File: src/rtl/stage_sequencer_if.sv
// rtl/stage_sequencer_if.sv - control and status bundle between the cpu top and the stage sequencer
interface stage_sequencer_if #(
    parameter int STAGES = 5,
    parameter int CNT_W  = 32
) ();
    localparam int IDXW = (STAGES > 1) ? $clog2(STAGES) : 1;

    logic              stall;
    logic [STAGES-1:0] skip_mask;
    logic              mem_req;
    logic              mem_ready;
    logic              halt_req;
    logic              err_clr;
    logic [STAGES-1:0] stage_en;
    logic [IDXW-1:0]   stage_idx;
    logic              inst_retired;
    logic [CNT_W-1:0]  retired_count;
    logic              halted;
    logic              bus_error;

    // cpu top side: issues control, observes sequencing status
    modport master (
        output stall, skip_mask, mem_req, mem_ready, halt_req, err_clr,
        input  stage_en, stage_idx, inst_retired, retired_count, halted, bus_error
    );

    // sequencer side
    modport slave (
        input  stall, skip_mask, mem_req, mem_ready, halt_req, err_clr,
        output stage_en, stage_idx, inst_retired, retired_count, halted, bus_error
    );
endinterface

File: src/rtl/stage_sequencer.sv
// rtl/stage_sequencer.sv - one-hot pipeline stage sequencer with skip mask, memory wait, timeout and halt
module stage_sequencer #(
    parameter int STAGES       = 5,
    parameter int DECODE_STAGE = 1,
    parameter int MEM_STAGE    = 3,
    parameter int TIMEOUT      = 15,
    parameter int CNT_W        = 32
) (
    input  logic              clk,
    input  logic              rst,
    stage_sequencer_if.slave  bus
);
    localparam int IDXW = (STAGES > 1) ? $clog2(STAGES) : 1;
    // wait counter only needs to reach TIMEOUT; it saturates when TIMEOUT=0
    localparam int WCW  = $clog2(TIMEOUT + 2);

    typedef enum logic [1:0] {
        ST_START = 2'd0,
        ST_RUN   = 2'd1,
        ST_HALT  = 2'd2
    } state_t;

    state_t            state_q, state_d;
    logic [STAGES-1:0] stage_en_q, stage_en_d;
    logic [IDXW-1:0]   stage_idx_q, stage_idx_d;
    logic [STAGES-1:0] mask_q, mask_d;
    logic [WCW-1:0]    wait_cnt_q, wait_cnt_d;
    logic              inst_retired_q, inst_retired_d;
    logic [CNT_W-1:0]  retired_count_q, retired_count_d;
    logic              halted_q, halted_d;
    logic              bus_error_q, bus_error_d;

    logic [STAGES-1:0] eff_mask;
    logic              nxt_found;
    logic [IDXW-1:0]   nxt_idx;
    logic              mem_wait;

    assign bus.stage_en      = stage_en_q;
    assign bus.stage_idx     = stage_idx_q;
    assign bus.inst_retired  = inst_retired_q;
    assign bus.retired_count = retired_count_q;
    assign bus.halted        = halted_q;
    assign bus.bus_error     = bus_error_q;

    // State register and all registered outputs
    always_ff @(posedge clk) begin
        if (rst) begin
            state_q         <= ST_START;
            stage_en_q      <= '0;
            stage_idx_q     <= '0;
            mask_q          <= '0;
            wait_cnt_q      <= '0;
            inst_retired_q  <= 1'b0;
            retired_count_q <= '0;
            halted_q        <= 1'b0;
            bus_error_q     <= 1'b0;
        end else begin
            state_q         <= state_d;
            stage_en_q      <= stage_en_d;
            stage_idx_q     <= stage_idx_d;
            mask_q          <= mask_d;
            wait_cnt_q      <= wait_cnt_d;
            inst_retired_q  <= inst_retired_d;
            retired_count_q <= retired_count_d;
            halted_q        <= halted_d;
            bus_error_q     <= bus_error_d;
        end
    end

    // Next-state logic: stage advance, skip search, memory wait/timeout, retire and halt
    always_comb begin
        state_d         = state_q;
        stage_en_d      = stage_en_q;
        stage_idx_d     = stage_idx_q;
        mask_d          = mask_q;
        wait_cnt_d      = wait_cnt_q;
        inst_retired_d  = 1'b0;
        retired_count_d = retired_count_q;
        halted_d        = halted_q;
        bus_error_d     = bus_error_q;
        nxt_found       = 1'b0;
        nxt_idx         = '0;

        // the live decoder mask applies while leaving decode; afterwards the latched copy
        eff_mask = (stage_idx_q == IDXW'(DECODE_STAGE)) ? bus.skip_mask : mask_q;
        for (int j = 0; j <= DECODE_STAGE; j++) begin
            eff_mask[j] = 1'b0;
        end

        // first non-skipped stage after the current one; none found means retire
        for (int j = 1; j < STAGES; j++) begin
            if (!nxt_found && (j > int'(stage_idx_q)) && !eff_mask[j]) begin
                nxt_found = 1'b1;
                nxt_idx   = IDXW'(j);
            end
        end

        mem_wait = (stage_idx_q == IDXW'(MEM_STAGE)) && bus.mem_req && !bus.mem_ready;

        // clear first so that a timeout in the same cycle still sets the flag
        if (bus.err_clr) begin
            bus_error_d = 1'b0;
        end

        case (state_q)
            ST_START: begin
                state_d     = ST_RUN;
                stage_idx_d = '0;
                stage_en_d  = STAGES'(1);
            end
            ST_RUN: begin
                if (!bus.stall) begin
                    if (mem_wait) begin
                        if ((TIMEOUT > 0) && (wait_cnt_q == WCW'(TIMEOUT))) begin
                            // abandon the instruction without retiring it
                            bus_error_d = 1'b1;
                            wait_cnt_d  = '0;
                            stage_idx_d = '0;
                            stage_en_d  = STAGES'(1);
                        end else if (wait_cnt_q != {WCW{1'b1}}) begin
                            wait_cnt_d = wait_cnt_q + WCW'(1);
                        end
                    end else begin
                        wait_cnt_d = '0;
                        if (stage_idx_q == IDXW'(DECODE_STAGE)) begin
                            mask_d = eff_mask;
                        end
                        if (nxt_found) begin
                            stage_idx_d = nxt_idx;
                            stage_en_d  = STAGES'(1) << nxt_idx;
                        end else begin
                            inst_retired_d  = 1'b1;
                            retired_count_d = retired_count_q + CNT_W'(1);
                            stage_idx_d     = '0;
                            if (bus.halt_req) begin
                                state_d    = ST_HALT;
                                stage_en_d = '0;
                                halted_d   = 1'b1;
                            end else begin
                                stage_en_d = STAGES'(1);
                            end
                        end
                    end
                end
            end
            ST_HALT: begin
                if (!bus.halt_req) begin
                    state_d     = ST_RUN;
                    stage_idx_d = '0;
                    stage_en_d  = STAGES'(1);
                    halted_d    = 1'b0;
                end
            end
            default: begin
                state_d = ST_START;
            end
        endcase
    end
endmodule

File: src/flat_wrapper.sv
// flat-port wrapper written by rule: the top's interface ports become plain ports
module stage_sequencer_flat 
#(
    parameter int STAGES       = 5,
    parameter int DECODE_STAGE = 1,
    parameter int MEM_STAGE    = 3,
    parameter int TIMEOUT      = 15,
    parameter int CNT_W        = 32
)
  (clk, rst, bus_stall, bus_skip_mask, bus_mem_req, bus_mem_ready, bus_halt_req, bus_err_clr, bus_stage_en, bus_stage_idx, bus_inst_retired, bus_retired_count, bus_halted, bus_bus_error);
  stage_sequencer_if #(.STAGES(STAGES), .CNT_W(CNT_W)) bus_i ();
  input  logic clk;
  input  logic rst;
  input wire logic [$bits(bus_i.stall)-1:0] bus_stall;
  input wire logic [$bits(bus_i.skip_mask)-1:0] bus_skip_mask;
  input wire logic [$bits(bus_i.mem_req)-1:0] bus_mem_req;
  input wire logic [$bits(bus_i.mem_ready)-1:0] bus_mem_ready;
  input wire logic [$bits(bus_i.halt_req)-1:0] bus_halt_req;
  input wire logic [$bits(bus_i.err_clr)-1:0] bus_err_clr;
  output wire logic [$bits(bus_i.stage_en)-1:0] bus_stage_en;
  output wire logic [$bits(bus_i.stage_idx)-1:0] bus_stage_idx;
  output wire logic [$bits(bus_i.inst_retired)-1:0] bus_inst_retired;
  output wire logic [$bits(bus_i.retired_count)-1:0] bus_retired_count;
  output wire logic [$bits(bus_i.halted)-1:0] bus_halted;
  output wire logic [$bits(bus_i.bus_error)-1:0] bus_bus_error;
  assign bus_i.stall = bus_stall;
  assign bus_i.skip_mask = bus_skip_mask;
  assign bus_i.mem_req = bus_mem_req;
  assign bus_i.mem_ready = bus_mem_ready;
  assign bus_i.halt_req = bus_halt_req;
  assign bus_i.err_clr = bus_err_clr;
  assign bus_stage_en = bus_i.stage_en;
  assign bus_stage_idx = bus_i.stage_idx;
  assign bus_inst_retired = bus_i.inst_retired;
  assign bus_retired_count = bus_i.retired_count;
  assign bus_halted = bus_i.halted;
  assign bus_bus_error = bus_i.bus_error;
  stage_sequencer #(.STAGES(STAGES), .DECODE_STAGE(DECODE_STAGE), .MEM_STAGE(MEM_STAGE), .TIMEOUT(TIMEOUT), .CNT_W(CNT_W)) u_core (.clk(clk), .rst(rst), .bus(bus_i));
endmodule
File: config.mk
export PLATFORM = sky130hd
export DESIGN_NAME = stage_sequencer_flat
export DESIGN_NICKNAME = d
export VERILOG_FILES = /design/src/rtl/stage_sequencer_if.sv /design/src/rtl/stage_sequencer.sv /design/src/flat_wrapper.sv
export SDC_FILE = /design/constraint.sdc
export NUM_CORES = 1
export LEC_CHECK = 0
export BUFFER_PORTS_ARGS = -buffer_cell sky130_fd_sc_hd__buf_2
export CAP_MARGIN = 20
export CORE_MARGIN = 1.5
export CORE_UTILIZATION = 44
export CTS_CLUSTER_SIZE = 24
export DETAILED_ROUTE_END_ITERATION = 10
export PLACE_DENSITY_LB_ADDON = 0.25
export SLEW_MARGIN = 20
export SYNTH_ARGS = -nofsm -noshare
export SYNTH_HDL_FRONTEND = slang
export SYNTH_SLANG_ARGS = --single-unit
File: constraint.sdc
create_clock -name clk -period 2.4 [get_ports clk]
set_clock_uncertainty 0.2 [all_clocks]
set_input_delay 0.12 -clock clk [delete_from_list [all_inputs] [get_ports clk]]
set_output_delay 0.12 -clock clk [all_outputs]
set_load 0.01 [all_outputs]
==> results.txt <==
- Synthesis produced a netlist whose cell count is 295.
* DR pass1 iterations: 4
- Worst r2r src: u_core.bus.stage_idx[1]
* Biggest area consumer among synthesized cells: sky130_fd_sc_hd__dfxtp_1
* Most common cell in the synthesized netlist: sky130_fd_sc_hd__dfxtp_1
* Number of synthesized flops with an enable pin: 0
- Core Footprint: roughly 5600 um^2
* Largest net degree at the start of global routing: 33
- In this run the remaining antenna-violating nets after routing total 0.
* Die Ht: ~80 um
- For this run, global-route usage on met1 was measured as around 27%.
- Fill cells in the final layout number about 550.
* Kind of launch point of the worst setup path: flip-flop
* Setup_tns: 0 ps
- Number of distinct library cells after synthesis: 55
- The run finished with clean final reports.
* Overall via count from detail_route: roughly 2400
* Flip-flop and latch count after synthesis: 52
- Among all flip-flop cells after synthesis, the most frequent one is sky130_fd_sc_hd__dfxtp_1.
* Worst-case hold slack: 93.7 ps
- Relative to the synthesized area, the layout overhead comes to 20.4%.
- The number of antenna violations at the first check in global routing is 0.
* Latest clock arrival within the worst-skew pair: just under 300 ps
- Length in cells of the worst reg-to-reg path: 5
* Clock transition at the register clock pins on the worst setup and hold paths after CTS: around 90 ps
* Global-route total usage across every layer: between 10% and 20%
- By startpoint and endpoint, the worst setup path is classified as flip-flop to flip-flop.
- The number of antenna diodes in the final layout is 0.
- Worst vdd rail ir drop: slightly above 0.3 mV
- The signal on the critical path passes through nor2b_2, mux2i_4, nand4_4, or3_2, a21oi_1.
* Ratio of final minimum period to clock period: a little over 90%
* Via density per instance: between 5 and 6
- Number of buffers created by CTS: 5
* Global-route wire length before repair: 10200 um
- Setup repair after global routing left no endpoint under its margin.
- The worst register-to-register path ends at u_core.bus.retired_count[17].
- Maximum count of clock buffers along a single path: 2
* Detailed-route DRC error count: 0
* X dimension of the die: 79.6 um
* Total grt overflow: 0
- Initial DRC count: approximately 100
* Slew at the pin with the worst max-slew slack: roughly 590 ps
- CTS tree: built
* Minimum clock period: 2230 ps
- Post-route design area: slightly above 3000 um^2
- Yosys top cell area share: 40.3%
* Clock sink count: 52
- Required @ worst endpoint: ~2400 ps
* List of most frequent post-synthesis cells: 52 x sky130_fd_sc_hd__dfxtp_1, 32 x sky130_fd_sc_hd__a21oi_1, 30 x sky130_fd_sc_hd__nor2_1, 24 x sky130_fd_sc_hd__o21ai_0, 22 x sky130_fd_sc_hd__or3_1
* Areal power density over the cells: between 400 and 500 nW/um^2
- The placed instances occupy a cell area of just under 3000 um^2.
* CP top delay family: simple AND/OR/NAND/NOR gates
- Worst hold path depth: 6
* Worst hold start: bus_stall
- Clock tree synthesis selected as its root buffer the cell sky130_fd_sc_hd__clkbuf_8.
* Maximum fanout along the worst path: 16
- Met2 Resource Use GR: around 33%
- Cell area after technology mapping: roughly 2600 um^2
- For flop-to-flop paths, the worst setup slack is approximately 170 ps.
- I/O pin count: 55
- Post-layout net count: about 380
- For this design the static power due to leakage is approximately 1.3 nW.
* Data arrival time of the critical path: about 2300 ps
- GP Congestion: around 0.73
* Number of max-cap violations: 0
- Slowest stage cell on the critical path: sky130_fd_sc_hd__or3_2
- In this run the tightest slew margin relative to its limit is about three fifths.
- Nets in the synthesized netlist: approximately 300
- Total of buffers placed on input and output ports: 52
* Fraction of final layout cells with drive strength greater than 1: about a quarter
* Top post-synthesis cells by area: sky130_fd_sc_hd__dfxtp_1 40%, sky130_fd_sc_hd__a21oi_1 6.2%, sky130_fd_sc_hd__or3_1 5.3%, sky130_fd_sc_hd__o21ai_0 4.7%, sky130_fd_sc_hd__nor2_1 4.4%
- Number of failing hold endpoints at the final stage: 0
- Dividing the detail-routed wire length by the instance count gives about 13 um.
- Count of buffer and inverter cells on the critical path: 0
- Power comes to 1.48 mW.
- Starting Density: a little under half
- After legalization and detailed placement, the total HPWL measured roughly 4200 um.
- Share of synthesized registers carrying an async set or reset: 0%
- The worst setup path is captured at a flip-flop.
- Highest Clock Rate: ~0.45 GHz
- The die covers ~6300 um^2.
* Slowest Stage Delay on Critical Path: about 480 ps
* Share of the yosys chip area belonging to registers: between 40% and 50%
* Max-slew violation total from the final report: 0
- H-tree depth reported by CTS: 2
- Global route hottest layer: met2
* Worst min-delay path class: primary input to flip-flop
* Buffer count from post-CTS setup fixing: 0
* Endpoint of the worst hold path: u_core.wait_cnt_q[2]
* Average cell area after synthesis: ~8.8 um^2
* Met3 Usage GRT: about 3.7%
* Number of core rows: 27
* Overall routed net length: slightly below 6000 um
* Endpoints failing setup: 0
- Number of global-route vias before repair: between 2000 and 2500
- During synthesis, Yosys emitted a total of 0 warnings.
==> per-layer routing <==
metal / share of wire [%] / vias up
met4: 0.41 / 0
met5: 0 / -
met3: 3.8 / 2
li1: - / 1223
met2: 47 / 39
met1: 49 / 1111
==> registers in the layout, summed over array words and instances, names as in the netlist <==
signal and cells:
u_core.bus.retired_count 32, u_core.bus.stage_en 5, u_core.wait_cnt_q 5, u_core.bus.stage_idx 3
u_core.mask_q 2, u_core.state_q 2, u_core.bus.bus_error 1, u_core.bus.halted 1
u_core.bus.inst_retired 1
==> cell type report <==
| cell class | count | area (um^2) | share of cell area (%) |
|---|---|---|---|
| well taps | 72 | 90.1 | 2.90 |
| clock buffers | 8 | 90.1 | 2.90 |
| repair buffers | 71 | 423 | 13.6 |
| inverters | 6 | 22.5 | 0.724 |
| flip-flops and latches | 52 | 1040 | 33.5 |
| multi-input cells | 227 | 1440 | 46.4 |
==> repair_timing <==
item | CTS | global route
endpoints found under the hold margin | 15 | 0
setup endpoints to repair | 0 | 4
hold buffers | 8 | 0
resized for setup | 0 | 1
==> kinds of logic (layout without fill, tap and decap cells) <==
kind of cell | Yosys count | count (layout) | share of synthesized area, %
buf+inv | 16 | 85 | 3.83
compound gates | 74 | 74 | 16.4
simple gates | 136 | 136 | 32.6
xor+xnor | 10 | 10 | 3.39
flops | 52 | 52 | 40.3
mux | 5 | 5 | 2.47
fa+ha+maj | 2 | 2 | 0.969
==> worst min-delay path, cell delays in order <==
cell	delay, ps
sky130_fd_sc_hd__buf_2	110
sky130_fd_sc_hd__nor2_1	50
sky130_fd_sc_hd__nand2_1	60
sky130_fd_sc_hd__nor2_1	60
sky130_fd_sc_hd__nand3b_1	80
sky130_fd_sc_hd__a21oi_1	60
==> worst max path at each step <==
stage / from / end / slack [ps] / cells after the start
6_report: u_core.bus.stage_idx[1] / u_core.bus.retired_count[17] / 170 / 5
3_3_place_gp: u_core.bus.stage_idx[1] / u_core.bus.retired_count[17] / 220 / 5
4_1_cts: u_core.bus.stage_idx[1] / u_core.bus.retired_count[17] / 150 / 5
5_1_grt: u_core.bus.stage_idx[1] / u_core.bus.retired_count[13] / 6 / 5
2_1_floorplan: u_core.bus.stage_idx[0] / u_core.bus.retired_count[19] / 280 / 6
3_5_place_dp: u_core.bus.stage_idx[1] / u_core.bus.retired_count[17] / 180 / 5
==> power by group <==
| group | internal (mW) | switching [mW] | leakage (nW) | total [mW] |
|---|---|---|---|---|
| combinational | 0.0383 | 0.0538 | 0.798 | 0.0921 |
| clock | 0.236 | 0.274 | 0.0455 | 0.510 |
| sequential | 0.869 | 0.00430 | 0.420 | 0.873 |
| total | 1.14 | 0.332 | 1.26 | 1.48 |
==> placed cells by master, fill, tap and decap left out, types with 2 or more instances in the layout <==
cell type                       count
sky130_fd_sc_hd__o21ai_1            2
sky130_fd_sc_hd__xnor2_1            5
sky130_fd_sc_hd__ha_1               2
sky130_fd_sc_hd__nand4_4            3
sky130_fd_sc_hd__a22oi_1            2
sky130_fd_sc_hd__dlygate4sd3_1      8
sky130_fd_sc_hd__nand3_1           16
sky130_fd_sc_hd__nand4_1           12
sky130_fd_sc_hd__xor2_1             5
sky130_fd_sc_hd__inv_1              6
sky130_fd_sc_hd__clkbuf_1           2
sky130_fd_sc_hd__nor4_4             2
sky130_fd_sc_hd__a21oi_1           32
sky130_fd_sc_hd__buf_4             11
sky130_fd_sc_hd__buf_2             52
sky130_fd_sc_hd__nor3_1             3
sky130_fd_sc_hd__mux2i_1            3
sky130_fd_sc_hd__clkbuf_8           6
sky130_fd_sc_hd__or2_2              2
sky130_fd_sc_hd__nand2_1           14
sky130_fd_sc_hd__o21ai_0           24
sky130_fd_sc_hd__and3_1             4
sky130_fd_sc_hd__a22o_1             2
sky130_fd_sc_hd__nor2b_1            3
sky130_fd_sc_hd__a21o_1             3
sky130_fd_sc_hd__dfxtp_1           52
sky130_fd_sc_hd__nor2_1            30
sky130_fd_sc_hd__nor4_1             6
sky130_fd_sc_hd__nand2b_1           3
sky130_fd_sc_hd__or3_1             22
==> metrics by stage <==
step	worst slack (ps)	utilization, %	cells
after floorplan	280	-	295
after global placement	222	52.7	420
after detailed placement	182	52.7	420
after CTS	153	55.8	436
after global routing	5.82	55.8	436
final	173	55.8	436
Power figures use the tool's default switching activity.
